## config.mk

```make
export PLATFORM = sky130hd
export DESIGN_NAME = load_addr_queue_flat
export DESIGN_NICKNAME = d
export VERILOG_FILES = /design/src/rtl/load_addr_queue_pkg.sv /design/src/rtl/load_addr_queue_if.sv /design/src/rtl/load_addr_queue_oldest_spec_finder.sv /design/src/rtl/load_addr_queue.sv /design/src/flat_wrapper.sv
export SDC_FILE = /design/constraint.sdc
export NUM_CORES = 1
export LEC_CHECK = 0
export ABC_AREA = 1
export BUFFER_PORTS_ARGS = -buffer_cell sky130_fd_sc_hd__buf_2
export CORE_MARGIN = 5
export CORE_UTILIZATION = 40
export DETAILED_ROUTE_END_ITERATION = 8
export PLACE_DENSITY = 0.64
export SKIP_LAST_GASP = 1
export SLEW_MARGIN = 20
export SYNTH_ARGS = -nofsm -noshare
export SYNTH_HDL_FRONTEND = slang
export SYNTH_HIERARCHICAL = 1
export SYNTH_SLANG_ARGS = --single-unit
```

## constraint.sdc

```tcl
create_clock -name clock -period 6.01 [get_ports clock]
set_input_delay 0.601 -clock clock [delete_from_list [all_inputs] [get_ports clock]]
set_output_delay 0.601 -clock clock [all_outputs]
set_load 0.1 [all_outputs]
```

## src/rtl/load_addr_queue_pkg.sv

```systemverilog
// load_addr_queue_pkg: shared system definitions for the load path (LB_PACKET, widths, booleans)
//   XLEN        - address width
//   ROB_TAG_LEN - reorder-buffer tag width
//   LB_PACKET   - packet handed from the ACU to the load buffer
package load_addr_queue_pkg;
    localparam int XLEN = 32;
    localparam int ROB_TAG_LEN = 5;
    localparam logic TRUE = 1'b1;
    localparam logic FALSE = 1'b0;
    typedef struct packed {
        logic valid;
        logic speculative;
        logic [ROB_TAG_LEN-1:0] rd_tag;
        logic [XLEN-1:0] address;
    } LB_PACKET;
endpackage

```

## src/rtl/load_addr_queue_if.sv

```systemverilog
// load_addr_queue_if: ACU / load-buffer / branch signals around the load address queue
//   acu_packet_in, acu_stall          - ACU enqueue side
//   lb_full, alloc_enable, lb_packet_out - load buffer handoff side
//   kill, resolve                      - branch outcome
//   empty, count                       - occupancy status
//   slave modport: the queue; master modport: its environment
import load_addr_queue_pkg::*;

interface load_addr_queue_if #(parameter int DEPTH = 4);
    LB_PACKET acu_packet_in;
    logic acu_stall;
    logic lb_full;
    logic alloc_enable;
    LB_PACKET lb_packet_out;
    logic kill;
    logic resolve;
    logic empty;
    logic [$clog2(DEPTH+1)-1:0] count;
    modport slave (
        input acu_packet_in, lb_full, kill, resolve,
        output acu_stall, alloc_enable, lb_packet_out, empty, count
    );
    modport master (
        output acu_packet_in, lb_full, kill, resolve,
        input acu_stall, alloc_enable, lb_packet_out, empty, count
    );
endinterface

```

## src/rtl/load_addr_queue_oldest_spec_finder.sv

```systemverilog
// oldest_spec_finder: locates the oldest valid speculative entry in circular order from head
//   spec, valid - per-entry speculative and valid bits
//   head        - index of the oldest queued entry
//   found       - some valid entry is speculative
//   idx         - index of the oldest such entry (head when none)
import load_addr_queue_pkg::*;

module oldest_spec_finder #(
    parameter int DEPTH = 4,
    localparam int PW = $clog2(DEPTH)
) (
    input  logic [DEPTH-1:0] spec,
    input  logic [DEPTH-1:0] valid,
    input  logic [PW-1:0]    head,
    output logic             found,
    output logic [PW-1:0]    idx
);
    logic [PW-1:0] p;
    // Scan youngest to oldest so the last hit is the one closest to head.
    always_comb begin
        found = FALSE;
        idx = head;
        p = head;
        for (int k = DEPTH - 1; k >= 0; k--) begin
            p = head + PW'(k);
            if (spec[p] && valid[p]) begin
                found = TRUE;
                idx = p;
            end
        end
    end
endmodule

```

## src/rtl/load_addr_queue.sv

```systemverilog
// load_addr_queue: in-order FIFO of ready load packets between the ACU and the load buffer
//   clock - rising-edge clock
//   reset - asynchronous active-low reset
//   q     - slave side of load_addr_queue_if (ACU enqueue, load buffer offer, kill/resolve, status)
import load_addr_queue_pkg::*;

module load_addr_queue #(parameter int DEPTH = 4) (
    input logic clock,
    input logic reset,
    load_addr_queue_if.slave q
);
    localparam int PW = $clog2(DEPTH);
    localparam int CW = $clog2(DEPTH+1);
    LB_PACKET mem [DEPTH];
    LB_PACKET head_pkt, enq_pkt, out_pkt;
    logic [PW-1:0] head, tail, spec_idx, spec_dist, tail_base;
    logic [CW-1:0] cnt, cnt_base;
    logic [DEPTH-1:0] spec_vec, valid_vec;
    logic spec_found, kill_cut, deq, enq, do_resolve, empty;

    for (genvar i = 0; i < DEPTH; i++) begin : g_vec
        assign spec_vec[i] = mem[i].speculative;
        assign valid_vec[i] = mem[i].valid;
    end

    oldest_spec_finder #(.DEPTH(DEPTH)) u_finder (
        .spec(spec_vec),
        .valid(valid_vec),
        .head(head),
        .found(spec_found),
        .idx(spec_idx)
    );

    assign empty = cnt == '0;
    assign head_pkt = mem[head];
    assign q.empty = empty;
    assign q.count = cnt;
    assign q.acu_stall = cnt == CW'(DEPTH);
    assign q.alloc_enable = !empty && !(q.kill && head_pkt.speculative);
    assign q.lb_packet_out = out_pkt;
    assign deq = q.alloc_enable && !q.lb_full;
    assign enq = q.acu_packet_in.valid && !q.acu_stall && !(q.kill && q.acu_packet_in.speculative);
    assign do_resolve = q.resolve && !q.kill;
    // Speculative entries form a run ending at tail, so a kill truncates the queue at the oldest one.
    assign kill_cut = q.kill && spec_found;
    assign spec_dist = spec_idx - head;
    assign tail_base = kill_cut ? spec_idx : tail;
    assign cnt_base = kill_cut ? CW'(spec_dist) : cnt;

    always_comb begin
        out_pkt = empty ? '0 : head_pkt;
        out_pkt.speculative = out_pkt.speculative && !q.resolve;
    end

    always_comb begin
        enq_pkt = q.acu_packet_in;
        enq_pkt.valid = TRUE;
        enq_pkt.speculative = q.acu_packet_in.speculative && !do_resolve;
    end

    always_ff @(posedge clock or negedge reset) begin
        if (!reset) begin
            head <= '0;
            tail <= '0;
            cnt <= '0;
            for (int i = 0; i < DEPTH; i++) mem[i] <= '0;
        end else begin
            for (int i = 0; i < DEPTH; i++) begin
                if (do_resolve) mem[i].speculative <= FALSE;
                if (q.kill && mem[i].speculative) mem[i].valid <= FALSE;
            end
            if (deq) mem[head].valid <= FALSE;
            if (enq) mem[tail_base] <= enq_pkt;
            head <= head + PW'(deq);
            tail <= tail_base + PW'(enq);
            cnt <= cnt_base - CW'(deq) + CW'(enq);
        end
    end
endmodule
```

## src/flat_wrapper.sv

```systemverilog
// flat-port wrapper written by rule: the top's interface ports become plain ports
module load_addr_queue_flat 
#(parameter int DEPTH = 4)
  (clock, reset, q_acu_packet_in, q_lb_full, q_kill, q_resolve, q_acu_stall, q_alloc_enable, q_lb_packet_out, q_empty, q_count);
  load_addr_queue_if #(.DEPTH(DEPTH)) q_i ();
  input logic clock;
  input logic reset;
  input wire logic [$bits(q_i.acu_packet_in)-1:0] q_acu_packet_in;
  input wire logic [$bits(q_i.lb_full)-1:0] q_lb_full;
  input wire logic [$bits(q_i.kill)-1:0] q_kill;
  input wire logic [$bits(q_i.resolve)-1:0] q_resolve;
  output wire logic [$bits(q_i.acu_stall)-1:0] q_acu_stall;
  output wire logic [$bits(q_i.alloc_enable)-1:0] q_alloc_enable;
  output wire logic [$bits(q_i.lb_packet_out)-1:0] q_lb_packet_out;
  output wire logic [$bits(q_i.empty)-1:0] q_empty;
  output wire logic [$bits(q_i.count)-1:0] q_count;
  assign q_i.acu_packet_in = q_acu_packet_in;
  assign q_i.lb_full = q_lb_full;
  assign q_i.kill = q_kill;
  assign q_i.resolve = q_resolve;
  assign q_acu_stall = q_i.acu_stall;
  assign q_alloc_enable = q_i.alloc_enable;
  assign q_lb_packet_out = q_i.lb_packet_out;
  assign q_empty = q_i.empty;
  assign q_count = q_i.count;
  load_addr_queue #(.DEPTH(DEPTH)) u_core (.clock(clock), .reset(reset), .q(q_i));
endmodule
```

### After elaboration in Yosys (flattened, before gate mapping)

Index checks and enable logic that the tools add are counted.

| word-level totals | value |
|---|---|
| output and inout port bits | 45 |
| logic and storage cells | 113 |
| flip-flop bits (word level) | 163 |

| operators by class | value |
|---|---|
| equality and inequality tests | 1 |
| add/subtract/negate cells | 8 |
| reductions and logical operators | 29 |
| order comparisons | 8 |
| bitwise gates (word level) | 2 |
| mux-type cells | 46 |

Operators with widths:

| operator | number |
|---|---|
| 156-bit bitwise mux | 2 |
| 156-bit two-way mux | 2 |
| 39-bit two-way mux | 5 |
| 39-bit demux with 2-bit select | 2 |
| 39-bit binary-select mux with 2-bit select | 1 |
| 1-bit logical AND | 20 |
| 1-bit two-way mux | 20 |
| 1-bit binary-select mux with 2-bit select | 8 |
| 2-bit by 3-bit less-than comparator with 1-bit output, second input constant | 4 |
| 2-bit two-way mux | 5 |
| 1-bit logical NOT | 8 |
| 3-bit >= comparator, second input constant | 2 |
| 3-bit by 1-bit less-than comparator with 1-bit output, second input constant | 2 |
| 2-bit NOT with 3-bit output | 2 |
| 2-bit by 1-bit adder with 2-bit output | 2 |
| 2-bit adder, second input constant | 2 |
| 3-bit by 1-bit adder with 3-bit output | 1 |
| 3-bit equality test, second input constant | 1 |
| 3-bit logical NOT | 1 |
| 3-bit two-way mux | 1 |
| 3-bit by 1-bit subtractor with 3-bit output | 1 |
| 2-bit by 1-bit adder with 2-bit output, second input constant | 1 |
| 2-bit subtractor | 1 |

### Longest topological paths before layout

| depth | value |
|---|---|
| depth in word-level cells | 17 |
| depth in mapped cells | 21 |

### Cells and area by module

Netlist, hierarchy kept.

By module, submodules not included:

| module | instances | cells each | area an instance (µm²) |
|---|---|---|---|
| load_addr_queue | 1 | 830 | 7458.4 |
| oldest_spec_finder | 1 | 55 | 282.8 |

### Least setup slack after synthesis

Ideal clock, no wire load.

| timing | value |
|---|---|
| path type | register to output |
| start | register u_core.cnt[1], in the netlist u_core/q.count[1] |
| end | output q_lb_packet_out[29] |
| setup slack | 1.620 ns |
| data arrival time | 3.789 ns |
| stages on the path, launching flop included | 6 |
| path buffers | 1 |
| cell sequence | dfrtp_1 > inv_1 > nand3_1 > inv_1 > clkbuf_1 > a31oi_1 |

| between the ends | value |
|---|---|
| word-level cells in the longest chain between the ends | 2 |

RTL lines:

| what | RTL line | text |
|---|---|---|
| start, declared | load_addr_queue.sv:17 | `logic [CW-1:0] cnt, cnt_base;` |
| start signal, assigned | load_addr_queue.sv:76 | `cnt <= cnt_base - CW'(deq) + CW'(enq);` |
| 3-bit logical NOT | load_addr_queue.sv:34 | `assign empty = cnt == '0;` |
| named net q_empty | flat_wrapper.sv:15 | `output wire logic [$bits(q_i.empty)-1:0] q_empty;` |
| 39-bit two-way mux | load_addr_queue.sv:51 | `out_pkt = empty ? '0 : head_pkt;` |
| end, declared | flat_wrapper.sv:14 | `output wire logic [$bits(q_i.lb_packet_out)-1:0] q_lb_packet_out;` |

The timed path passes the listed nets, and every way through them passes these cells.

### Worst setup path after layout

| timing | value |
|---|---|
| start | register u_core.head[1] |
| end | output q_lb_packet_out[12] |

| between the ends | value |
|---|---|
| word-level cells in the longest chain between the ends | 5 |

RTL lines:

| what | RTL line | text |
|---|---|---|
| start, declared | load_addr_queue.sv:16 | `logic [PW-1:0] head, tail, spec_idx, spec_dist, tail_base;` |
| start signal, assigned | load_addr_queue.sv:74 | `head <= head + PW'(deq);` |
| 2-bit NOT with 3-bit output (not written as such) | load_addr_queue.sv:35 | `assign head_pkt = mem[head];` |
| 39-bit binary-select mux with 2-bit select | load_addr_queue.sv:35 |  |
| 39-bit two-way mux (not written as such) (2 in series) | load_addr_queue.sv:35 |  |
| 39-bit two-way mux | load_addr_queue.sv:51 |  |

No other way between the ends. The select of a mux whose other input is x is not followed.

==> run_results.csv <==
group,metric,value,unit
clock_tree,cts_tree,"done",
die,fp-row-count,50,
synthesis,synth_edf_count,0,
sta,rsz0062_at_grt,"no",
job,maxCapViolCount,0,
clock_tree,clk_pin_slew,0.06,ns
sta,max_slew_margin,28.22,%
clock_tree,numClockSinks,163,
worst_setup_path,cp_max_fo,50,
route,first_pass_iters,5,
global_routing,grt_antenna_before_repair,0,
die,die_h,149.1,microns
global_routing,grt_pass1_wl,32360,microns
synthesis,async_flop_share,100.0,%
sta,tightest_slew,1.077,ns
final_layout,utilization,47.18,%
die,die_w,149.1,microns
clock_tree,clock-root-buffer,"clkbuf_16",
route,routed_wl,19770,microns
run_status,status,"complete, no violations",
place,gp_congestion,0.8425,
place,dp.final_hpwl,11910,microns
clock_tree,ctsHoldBuffers,0,
die,io_pins,89,
sta,max_freq,0.2455,GHz
sta,holdWs,0.03683,ns
final_layout,multi_input_area,3060,sq um
synthesis,synthCells,885,
worst_setup_path,crit_required,5.41,ns
synthesis,synth_cell_types,38,
clock_tree,cts_buffers,17,
final_layout,seqCellArea,4081,sq um
clock_tree,h-tree-depth,4,
final_layout,mostFrequentLayoutCells,"nand2_1 (254), dfrtp_1 (161), o21ai_0 (93)",
route,via_per_inst,5.143,
global_routing,grt_max_degree,107,
worst_setup_path,r2r_slack,2.36,ns
synthesis,syn_nets,935,
sta,hold_violations,0,
synthesis,syn_avg_cell_area,8.747,sq um
worst_setup_path,crit_path_end_kind,"output pin",
final_layout,syn2layout_area_growth,15.14,%
global_routing,grt-ovfl-total,0,
die,core,18890,sq um
route,vias,6249,
clock_tree,clk_latency,0.42,ns
global_routing,track_usage,18.31,%
route,drc_errors,0,
synthesis,seq_area_frac_synth,52.69,%
worst_setup_path,crit_type,"flop to output pin",
final_layout,final_common_cell,"nand2_1",
final_layout,drive_gt1_share,17.82,%
sta,tns,0,ns
final_layout,nNetsFinal,992,
place,portBuffers,88,
sta,fin_worst_skew,0.004789,ns
worst_setup_path,crit_arrival,3.47,ns
final_layout,n_fill_cell,1907,
clock_tree,cts_resized,0,
sta,setup_viol,0,
route,drt_iter0_drc,480,
sta,min_period,4.074,ns
route,avgRoutedWirePerCell,16.27,microns
synthesis,ys.flop_type,"dfrtp_1",
worst_setup_path,startpoint_type,"flop",
synthesis,ys_seq_elements,163,
die,start_util,40.97,%
route,postRouteAntennaNets,0,
sta,maxSlewViolCount,0,
sta,fin_crit_sh,67.78,%
die,dieArea,22240,sq um
synthesis,netlist_area,7741,sq um
clock_tree,clock_path_buffers,2,
global_routing,grt_pass1_vias,6112,
synthesis,ys.warnings.count,6,
min_path,worstHoldPathType,"input port to async pin",
clock_tree,post_cts_buffers,0,
-- cell usage after synthesis, types with 2 or more instances --
| cell | instances | share of area, % |
|---|---|---|
| inv_2 | 3 | 0.15 |
| nor3_1 | 2 | 0.13 |
| ha_1 | 5 | 0.81 |
| inv_1 | 66 | 3.2 |
| clkbuf_2 | 5 | 0.32 |
| a31oi_1 | 38 | 3.1 |
| o21ai_0 | 93 | 6.0 |
| o21ai_1 | 50 | 3.2 |
| buf_6 | 19 | 2.8 |
| nand4_1 | 5 | 0.40 |
| o21ai_4 | 2 | 0.42 |
| nand4_2 | 4 | 0.65 |
| nand2_1 | 254 | 12 |
| dfrtp_1 | 163 | 53 |
| buf_2 | 11 | 0.71 |
| o21ai_2 | 11 | 1.2 |
| nand2_2 | 7 | 0.57 |
| nor2_1 | 10 | 0.48 |
| nand3_2 | 3 | 0.39 |
| clkbuf_1 | 23 | 1.1 |
| nand3_1 | 54 | 3.5 |
| a22oi_1 | 38 | 3.7 |
| a21oi_1 | 4 | 0.26 |
-- cell type report --
type,instances,share of cell area [%]
multi-input combinational,592,34.33
inverter,70,3.004
clock inverter,11,1.404
sequential,163,45.79
antenna,1,0.02807
tap,260,3.650
timing repair buffer,98,6.668
clock buffer,20,5.124
-- final timing paths --
check / start / to / cells past startpoint
max in group asynchronous: reset / u_core/head[0] / 3
max: u_core/head[1] / q_lb_packet_out[12] / 6
min in group clock: q_acu_packet_in[14] / u_core/mem[131] / 3
min reg2reg: u_core/mem[56] / u_core/mem[56] / 2
min: reset / u_core/mem[43] / 1
max reg2reg: u_core/head[1] / u_core/mem[3] / 8
-- state kept, by name (all words and copies together), names as in the netlist --
name / cells
u_core/mem: 156
u_core/q.count: 3
u_core/head: 2
u_core/tail: 2
-- metal layers --
metal | track usage, % | vias to the layer above | routed length [microns]
li1 | - | 3082 | -
met1 | 25.62 | 2979 | 9173
met2 | 28.38 | 162 | 9298
met3 | 3.768 | 26 | 938
met4 | 6.407 | 0 | 361
met5 | 0 | - | 0
-- critical path, stage by stage (launching register included) --
cell     delay [ns]
dfrtp_2        1.08
inv_1          0.27
nor2_4         0.45
buf_4          0.39
nand2_1        0.09
a31oi_1        0.26
buf_2          0.48
-- through the flow --
step	instances	area, sq um	setup slack, ns
global placement	1179	8227	2.401
CTS	1211	8836	1.943
detailed placement	1180	8254	2.283
floorplan	885	7741	1.620
global route	1214	8911	1.738
finish	1215	8914	1.936
-- cells by family after synthesis --
kind of cell             after synthesis  synth area share, %
AND/OR/NAND/NOR                      346                19.33
AO/OA/AOI/OAI                        238                18.17
flip-flops                           163                52.69
buffers and inverters                130                8.518
adder cells (fa/ha/maj)                6                1.067
XOR/XNOR                               2               0.2263
Power is left out: the tool's default activity adds up to more than one toggle a clock period on the data nets, which glitch-free logic cannot reach.
